`src/rtl/serial_add_pkg.sv`:
```
`default_nettype none
// ============================================================================
//  Module      : serial_add_pkg
//  Description : Shared types and constants for the bit-serial adder
//                controller: FSM state encoding and the default operand
//                width.
//  Revision    : 1.0  initial release
// ============================================================================
package serial_add_pkg;

    localparam int DEFAULT_WIDTH = 8;

    typedef enum logic [1:0] {
        IDLE = 2'd0,
        RUN  = 2'd1,
        DONE = 2'd2
    } state_t;

endpackage : serial_add_pkg
`default_nettype wire

```
`src/rtl/serial_add_ctrl_fa_cell.sv`:
```
`default_nettype none
// ============================================================================
//  Module      : fa_cell
//  Description : Combinational 1-bit full adder. This is the only arithmetic
//                element of the serial adder; it is reused on every bit.
//  Ports       : a, b, cin  - addend bits and carry in
//                sum, carry - sum bit and carry out
//  Revision    : 1.0  initial release
// ============================================================================
module fa_cell (
    input  logic a,
    input  logic b,
    input  logic cin,
    output logic sum,
    output logic carry
);

    assign sum   = a ^ b ^ cin;
    assign carry = (a & b) | (a & cin) | (b & cin);

endmodule : fa_cell
`default_nettype wire

```
`src/rtl/serial_add_ctrl.sv`:
```
`default_nettype none
// ============================================================================
//  Module      : serial_add_ctrl
//  Description : Bit-serial adder with valid/ready handshakes. Operands are
//                captured in IDLE, added LSB first over WIDTH RUN cycles with
//                a single full adder, and presented in DONE until consumed.
//  Ports       : clk, rst (async, active-high)
//                in_valid / in_ready, a, b, cin   - operand handshake
//                out_valid / out_ready, sum, cout - result handshake
//                busy                             - high in RUN and DONE
//                ovf (only with SERIAL_ADD_OVF_EN) - signed overflow flag
//  Config      : `define SERIAL_ADD_OVF_EN adds the ovf output.
//  Revision    : 1.0  initial release
// ============================================================================
module serial_add_ctrl
    import serial_add_pkg::*;
#(
    parameter int WIDTH = DEFAULT_WIDTH
) (
    input  logic             clk,
    input  logic             rst,
    input  logic             in_valid,
    output logic             in_ready,
    input  logic [WIDTH-1:0] a,
    input  logic [WIDTH-1:0] b,
    input  logic             cin,
    output logic             out_valid,
    input  logic             out_ready,
    output logic [WIDTH-1:0] sum,
    output logic             cout,
`ifdef SERIAL_ADD_OVF_EN
    output logic             ovf,
`endif
    output logic             busy
);

    localparam int            CNT_W = $clog2(WIDTH + 1);
    localparam logic [CNT_W-1:0] LAST = CNT_W'(WIDTH - 1);

    state_t            state_q, state_d;
    logic [WIDTH-1:0]  a_sh_q, a_sh_d;
    logic [WIDTH-1:0]  b_sh_q, b_sh_d;
    logic [WIDTH-1:0]  sum_q, sum_d;
    logic              carry_q, carry_d;
    logic [CNT_W-1:0]  cnt_q, cnt_d;
`ifdef SERIAL_ADD_OVF_EN
    logic              ovf_q, ovf_d;
`endif

    logic              w_fa_sum;
    logic              w_fa_carry;
    // New sum bit enters at the MSB; the widened vector keeps the slice legal
    // for WIDTH == 1.
    logic [WIDTH:0]    w_sum_ext;

    fa_cell u_fa (
        .a     (a_sh_q[0]),
        .b     (b_sh_q[0]),
        .cin   (carry_q),
        .sum   (w_fa_sum),
        .carry (w_fa_carry)
    );

    assign w_sum_ext = {w_fa_sum, sum_q};

    always_comb begin
        state_d = state_q;
        a_sh_d  = a_sh_q;
        b_sh_d  = b_sh_q;
        sum_d   = sum_q;
        carry_d = carry_q;
        cnt_d   = cnt_q;
`ifdef SERIAL_ADD_OVF_EN
        ovf_d   = ovf_q;
`endif
        case (state_q)
            IDLE: begin
                if (in_valid) begin
                    a_sh_d  = a;
                    b_sh_d  = b;
                    carry_d = cin;
                    cnt_d   = '0;
                    state_d = RUN;
`ifdef SERIAL_ADD_OVF_EN
                    ovf_d   = 1'b0;
`endif
                end
            end
            RUN: begin
                a_sh_d  = a_sh_q >> 1;
                b_sh_d  = b_sh_q >> 1;
                sum_d   = w_sum_ext[WIDTH:1];
                carry_d = w_fa_carry;
                cnt_d   = cnt_q + CNT_W'(1);
                if (cnt_q == LAST) begin
                    state_d = DONE;
`ifdef SERIAL_ADD_OVF_EN
                    // On the MSB cycle carry_q is the carry into the MSB.
                    ovf_d   = carry_q ^ w_fa_carry;
`endif
                end
            end
            DONE: begin
                if (out_ready) begin
                    state_d = IDLE;
                end
            end
            default: state_d = IDLE;
        endcase
    end

    always_ff @(posedge clk or posedge rst) begin
        if (rst) begin
            state_q <= IDLE;
            a_sh_q  <= '0;
            b_sh_q  <= '0;
            sum_q   <= '0;
            carry_q <= 1'b0;
            cnt_q   <= '0;
`ifdef SERIAL_ADD_OVF_EN
            ovf_q   <= 1'b0;
`endif
        end else begin
            state_q <= state_d;
            a_sh_q  <= a_sh_d;
            b_sh_q  <= b_sh_d;
            sum_q   <= sum_d;
            carry_q <= carry_d;
            cnt_q   <= cnt_d;
`ifdef SERIAL_ADD_OVF_EN
            ovf_q   <= ovf_d;
`endif
        end
    end

    assign in_ready  = (state_q == IDLE);
    assign out_valid = (state_q == DONE);
    assign busy      = (state_q != IDLE);
    assign sum       = sum_q;
    // After the last RUN cycle the carry register holds the final carry-out.
    assign cout      = carry_q;
`ifdef SERIAL_ADD_OVF_EN
    assign ovf       = ovf_q;
`endif

endmodule : serial_add_ctrl
`default_nettype wire

```
`config.mk`:
```
export PLATFORM = sky130hd
export DESIGN_NAME = serial_add_ctrl
export DESIGN_NICKNAME = d
export VERILOG_FILES = /design/src/rtl/serial_add_pkg.sv /design/src/rtl/serial_add_ctrl_fa_cell.sv /design/src/rtl/serial_add_ctrl.sv
export SDC_FILE = /design/constraint.sdc
export NUM_CORES = 1
export LEC_CHECK = 0
export ABC_AREA = 1
export CAP_MARGIN = 20
export CORE_MARGIN = 4
export CORE_UTILIZATION = 45
export CTS_CLUSTER_DIAMETER = 80
export CTS_CLUSTER_SIZE = 10
export DETAILED_ROUTE_END_ITERATION = 7
export PLACE_DENSITY = 0.74
export RECOVER_POWER = 100
export SYNTH_ARGS = -nofsm -noshare
export SYNTH_HDL_FRONTEND = slang
export SYNTH_SLANG_ARGS = --single-unit
```
`constraint.sdc`:
```
create_clock -name clk -period 1.2 [get_ports clk]
set_clock_uncertainty 0.2 [all_clocks]
set_input_delay 0.24 -clock clk [delete_from_list [all_inputs] [get_ports clk]]
set_output_delay 0.24 -clock clk [all_outputs]
set_load 0.05 [all_outputs]
```
# Yosys cells after proc, flatten, opt, wreduce, memory -nomap -nowiden

Index checks and enable logic that the tools add are counted.

Input bits: 21
Register bits after elaboration: 31

Muxes and demuxes: 12
Reduce and logical (&&, ||, !) cells: 5
$add $sub $neg: 1
Eq/ne operators: 6
Bitwise logic cells: 7

Operator list:

| cell                                                            | count |
|---|---|
| 8-bit one-hot mux with 2 select lines                           | 2 |
| 8-bit 2-to-1 mux                                                | 2 |
| 4-bit one-hot mux with 2 select lines                           | 1 |
| 2-bit 2-to-1 mux                                                | 3 |
| 2-bit one-hot mux with 3 select lines                           | 1 |
| 4-bit by 1-bit adder with 4-bit output, second input constant   | 1 |
| 4-bit by 3-bit == test with 1-bit output, second input constant | 1 |
| 4-bit 2-to-1 mux                                                | 1 |
| 2-bit != test, second input constant                            | 2 |
| 2-bit nonzero test                                              | 2 |
| 1-bit AND                                                       | 3 |
| 3-bit AND reduction                                             | 1 |
| 2-bit by 1-bit == test with 1-bit output, second input constant | 1 |
| 2-bit == test, second input constant                            | 1 |
| 2-bit zero test                                                 | 1 |
| 2-bit by 1-bit != test with 1-bit output, second input constant | 1 |
| 1-bit bitwise OR                                                | 2 |
| 1-bit one-hot mux with 2 select lines                           | 1 |
| 2-bit AND reduction                                             | 1 |
| 1-bit XOR                                                       | 2 |
| 1-bit 2-to-1 mux                                                | 1 |

# Depth between registers and ports, before layout

Depth in word-level cells: 4
Mapped depth: 6

# Cells and area by module

From an unflattened synthesis, not the netlist that was laid out.

Cells, all modules: 172
Area total of the unflattened synthesis: 1432.6 µm²

Modules (own cells, without submodules):

| module          | seq. area each (µm²) | area an instance (µm²) | cells an instance | times used |
|---|---|---|---|---|
| serial_add_ctrl | 775.7                | 1412.6                 | 171               | 1 |
| fa_cell         | 0.0                  | 20.0                   | 1                 | 1 |

# Worst setup path after synthesis

OpenSTA, ideal clock, no wires.

Path type: register to output
From: register state_q[0]
To: output port busy
Arrival: 1.225 ns
Stages on the path, launching flop included: 4
Path slack: -0.465 ns
Cell sequence: dfrtp_1 -> nor2_4 -> buf_2 -> inv_1

Word-level cells in the longest chain between the ends: 1

RTL lines:

| what                     | RTL line               | text |
|---|---|---|
| start: declaration       | serial_add_ctrl.sv:40  | `state_t state_q, state_d;` |
| start signal: assignment | serial_add_ctrl.sv:124 | `state_q <= state_d;` |
| 2-bit nonzero test       | serial_add_ctrl.sv:138 | `assign busy = (state_q != IDLE);` |
| end: declaration         | serial_add_ctrl.sv:34  | `output logic busy` |

Every way passes these cells.

# Worst setup path in the final report

From: register state_q[1]
To: output port busy

Same word-level chain as after synthesis.

==> report_table.html <==
<table>
<tr><th>Metric</th><th>Value</th></tr>
<tr><th colspan="2">Status</th></tr>
<tr><td>Failing checks</td><td>setup timing</td></tr>
<tr><td>Run status</td><td>complete, but fails checks</td></tr>
<tr><th colspan="2">Routing</th></tr>
<tr><td>Violation count after the first detailed-route iteration</td><td>64</td></tr>
<tr><td>Residual DRC count</td><td>0</td></tr>
<tr><td>Antenna Violating Nets Remaining</td><td>0</td></tr>
<tr><td>Overall routed net length</td><td>~4.7 mm</td></tr>
<tr><td>Post-DR wirelength/cell</td><td>16.5 um</td></tr>
<tr><td>Number of vias per cell after detailed routing</td><td>~5.2</td></tr>
<tr><td>DR pass1 iterations</td><td>4</td></tr>
<tr><td>DR vias</td><td>around 1500</td></tr>
<tr><th colspan="2">Run</th></tr>
<tr><td>Max_cap viols</td><td>0</td></tr>
<tr><th colspan="2">Pwr</th></tr>
<tr><td>Peak VDD IR</td><td>between 1.5 and 2 mV</td></tr>
<tr><td>Leakage power of the design</td><td>between 1 and 1.5 nW</td></tr>
<tr><td>Power consumption</td><td>between 7 and 8 mW</td></tr>
<tr><td>Power per standard cell area</td><td>between 2000 and 3000 nW/um2</td></tr>
<tr><th colspan="2">STA</th></tr>
<tr><td>Least-Margin Pin Slew</td><td>roughly 0.7 ns</td></tr>
<tr><td>Worst slew slack as a fraction of its limit</td><td>a little over half</td></tr>
<tr><td>Max Clock Freq</td><td>0.579 GHz</td></tr>
<tr><td>Period Utilization, post-route</td><td>144%</td></tr>
<tr><td>Min cycle time layout</td><td>between 1.5 and 2 ns</td></tr>
<tr><td>Post-route worst setup slack</td><td>-0.526 ns</td></tr>
<tr><td>Setup repair after global routing missed its margin</td><td>true</td></tr>
<tr><td>Endpoints failing hold</td><td>0</td></tr>
<tr><td># setup viols final</td><td>43</td></tr>
<tr><td>Final slew viol count</td><td>0</td></tr>
<tr><th colspan="2">Floorplan</th></tr>
<tr><td>Die area</td><td>~4500 um2</td></tr>
<tr><td>Initial Utilization</td><td>between 40 and 50%</td></tr>
<tr><td>Num ports</td><td>33</td></tr>
<tr><td>Die extent in y</td><td>around 67 um</td></tr>
<tr><td>Die W</td><td>roughly 67 um</td></tr>
<tr><td>Core area</td><td>~3400 um2</td></tr>
<tr><td>Std-Cell Rows</td><td>21</td></tr>
<tr><th colspan="2">GRT</th></tr>
<tr><td>Number of global-route vias before repair</td><td>between 1500 and 2000</td></tr>
<tr><td>Initial antenna violation count</td><td>0</td></tr>
<tr><td>Residual overflow from global routing</td><td>0</td></tr>
<tr><td>Global-route wire length before repair</td><td>about 7.6 mm</td></tr>
<tr><td>Total GRT Usage</td><td>approximately 23%</td></tr>
<tr><td>Pin count of the biggest net entering global routing</td><td>32</td></tr>
<tr><th colspan="2">Clocking</th></tr>
<tr><td>Clock transition at path regs</td><td>0.11 ns</td></tr>
<tr><td>Clock Root Buffer</td><td>sky130_fd_sc_hd__clkbuf_4</td></tr>
<tr><td>Worst-Skew Late Latency</td><td>~0.35 ns</td></tr>
<tr><td>Clock sink total</td><td>31</td></tr>
<tr><td>Total of hold buffers inserted after clock tree synthesis</td><td>0</td></tr>
<tr><td>Number of H-tree levels</td><td>2</td></tr>
<tr><td>Max clock buf depth</td><td>2</td></tr>
<tr><td>Num CTS Buffers</td><td>5</td></tr>
<tr><td>TritonCTS clock tree</td><td>built</td></tr>
<tr><th colspan="2">Critical path</th></tr>
<tr><td>Critical path launch point type</td><td>flop</td></tr>
<tr><td>Critical path fanouts, max</td><td>3</td></tr>
<tr><td>Reg-to-reg setup timing slack</td><td>-0.31 ns</td></tr>
<tr><td>Cells on worst reg2reg path</td><td>8</td></tr>
<tr><td>Type of element capturing the critical path</td><td>primary output</td></tr>
<tr><td>Arr. time, crit path</td><td>between 1 and 1.5 ns</td></tr>
<tr><td>Critical path required time</td><td>0.76 ns</td></tr>
<tr><td>Reg-to-reg startpoint</td><td>state_q[0]</td></tr>
<tr><td>Launch point of the worst path</td><td>state_q[1]</td></tr>
<tr><td>Crit Path Class</td><td>flop to primary output</td></tr>
<tr><td>RR Endpoint</td><td>b_sh_q[6]</td></tr>
<tr><td>Setup crit end</td><td>busy</td></tr>
<tr><th colspan="2">Synth</th></tr>
<tr><td>Fraction of the yosys area taken by sequential cells</td><td>between 40% and 50%</td></tr>
<tr><td>Average footprint of a synthesized cell</td><td>between 9 and 10 um2</td></tr>
<tr><td>Number of warnings issued by yosys</td><td>0</td></tr>
<tr><td>Total nets after synthesis</td><td>194</td></tr>
<tr><td>Area fraction of the dominant cell type after synthesis</td><td>between 40% and 50%</td></tr>
<tr><td>Area of the mapped netlist</td><td>1590 um2</td></tr>
<tr><td>Cell variety after synth</td><td>23</td></tr>
<tr><td>Cell types occupying the most area after synthesis</td><td>sky130_fd_sc_hd__dfrtp_1, sky130_fd_sc_hd__nand3_1, sky130_fd_sc_hd__nand2_1</td></tr>
<tr><td>Largest area contributor in the netlist</td><td>sky130_fd_sc_hd__dfrtp_1</td></tr>
<tr><td>Flip-flop cell with the highest count after synthesis</td><td>sky130_fd_sc_hd__dfrtp_1</td></tr>
<tr><td>Post-synth EDFFs</td><td>0</td></tr>
<tr><td>Cells after synthesis</td><td>around 170</td></tr>
<tr><td>Asr flop ratio synth</td><td>100%</td></tr>
<tr><td>Synthesized flop and latch total</td><td>31</td></tr>
<tr><th colspan="2">Layout</th></tr>
<tr><td>Share of final-layout standard cells stronger than drive strength 1</td><td>between 50 and 60%</td></tr>
<tr><td>Post-route non-filler standard cell count</td><td>roughly 290</td></tr>
<tr><td>Fin nets</td><td>about 260</td></tr>
<tr><td>Syn-to-layout area delta</td><td>69.2%</td></tr>
<tr><td>Ant diodes</td><td>0</td></tr>
<tr><td>Fill cell count</td><td>211</td></tr>
<tr><th colspan="2">Min path</th></tr>
<tr><td>Class of the most critical hold timing path</td><td>primary input to asynchronous set/reset pin</td></tr>
<tr><th colspan="2">Place</th></tr>
<tr><td>Number of cells after detailed placement</td><td>259</td></tr>
<tr><td>Global placement routability congestion</td><td>0.810</td></tr>
<tr><td>I/O Buffers</td><td>32</td></tr>
<tr><td>Final HPWL from detailed placement</td><td>~2.8 mm</td></tr>
</table>
## cell usage in the layout, fill, tap and decap left out, drive strengths merged
cell / Yosys / layout
nand4: 1 / 1
clkbuf: 0 / 9
a21oi: 1 / 1
nor2: 5 / 5
nand2: 52 / 53
fa: 1 / 1
ha: 1 / 1
buf: 9 / 46
dfrtp: 31 / 31
clkinvlp: 0 / 1
inv: 12 / 11
o21ai: 4 / 4
nand3: 53 / 53
dlygate4sd2: 0 / 1
clkdlybuf4s50: 0 / 19
clkinv: 0 / 1
xnor2: 1 / 1
## Yosys cell counts (2+ instances only)
master,count
sky130_fd_sc_hd__dfrtp_1,31
sky130_fd_sc_hd__inv_1,10
sky130_fd_sc_hd__buf_4,3
sky130_fd_sc_hd__nand2_2,11
sky130_fd_sc_hd__nand3_1,41
sky130_fd_sc_hd__buf_12,2
sky130_fd_sc_hd__nand3_2,12
sky130_fd_sc_hd__buf_2,3
sky130_fd_sc_hd__nor2_1,3
sky130_fd_sc_hd__nand2_1,39
sky130_fd_sc_hd__o21ai_1,3
sky130_fd_sc_hd__nand2_4,2
## worst min path at each step
stage	start	endpoint	slack [ns]	cells past startpoint
floorplan	rst	a_sh_q[0]	0.14	1
global placement	a_sh_q[4]	a_sh_q[3]	0.28	2
detailed placement	a_sh_q[4]	a_sh_q[3]	0.28	2
CTS	rst	b_sh_q[6]	0.04	3
global route	a[7]	a_sh_q[7]	0.23	3
finish	rst	b_sh_q[6]	0.19	3
## final cells by class
cell class                      count  area [um2]  share of cell area (%)
Clock buffer                        8        68.8                    2.57
Inverter                           12        66.3                    2.47
Multi-Input combinational cell    120         885                    33.0
Sequential cell                    31         779                    29.1
Tap cell                           46        57.6                    2.15
Timing Repair Buffer               67         817                    30.5
Timing Repair inverter              1        8.76                   0.326
## repair_timing
item,CTS,global route
gates cloned,1,2
setup buffers,10,6
pin swaps,5,7
setup endpoints to repair,43,43
gates resized for setup,19,18
## state kept, by name (all words and copies together), names as in the netlist
signal and flops:
a_sh_q 8, b_sh_q 8, cnt_q 4, cout 1
state_q 2, sum 8
## critical path, stage by stage (launching register included)
cell and delay [ns]:
sky130_fd_sc_hd__dfrtp_2 0.47, sky130_fd_sc_hd__nor2_4 0.20, sky130_fd_sc_hd__clkinvlp_4 0.12, sky130_fd_sc_hd__buf_6 0.15
## kinds of logic after synthesis
group | after synthesis | share of synthesized area, %
simple gates | 111 | 37.7
flops | 31 | 48.9
buf+inv | 21 | 8.92
compound gates | 5 | 1.81
fa+ha+maj | 2 | 2.05
xor+xnor | 1 | 0.553
## layer usage
| metal | up-vias | routed length (um) | track usage [%] |
|---|---|---|---|
| met5 | - | 0 | 0 |
| met4 | 0 | 117 | 12.7 |
| met3 | 11 | 283 | 4.99 |
| met2 | 50 | 2490 | 41.3 |
| met1 | 719 | 1820 | 25.1 |
| li1 | 700 | - | - |
## power breakdown
part / internal, mW / switching [mW]
clock network: 0.344 / 0.371
logic: 2.42 / 2.43
registers: 1.49 / 0.487
total: 4.25 / 3.29
## metrics by stage
stage	utilization [%]	worst slack, ns	hold slack (ns)	setup TNS [ns]	cell area [um2]
3_5_place_dp	68.9	-0.413	0.281	-9.11	2320
3_3_place_gp	68.9	-0.353	0.275	-8.26	2320
5_1_grt	79.8	-0.563	0.230	-13.57	2680
2_1_floorplan	-	-0.262	0.143	-1.60	1730
6_report	79.8	-0.526	0.186	-11.57	2680
4_1_cts	75.8	-0.517	0.0360	-6.38	2550
Power figures use the tool's default switching activity.
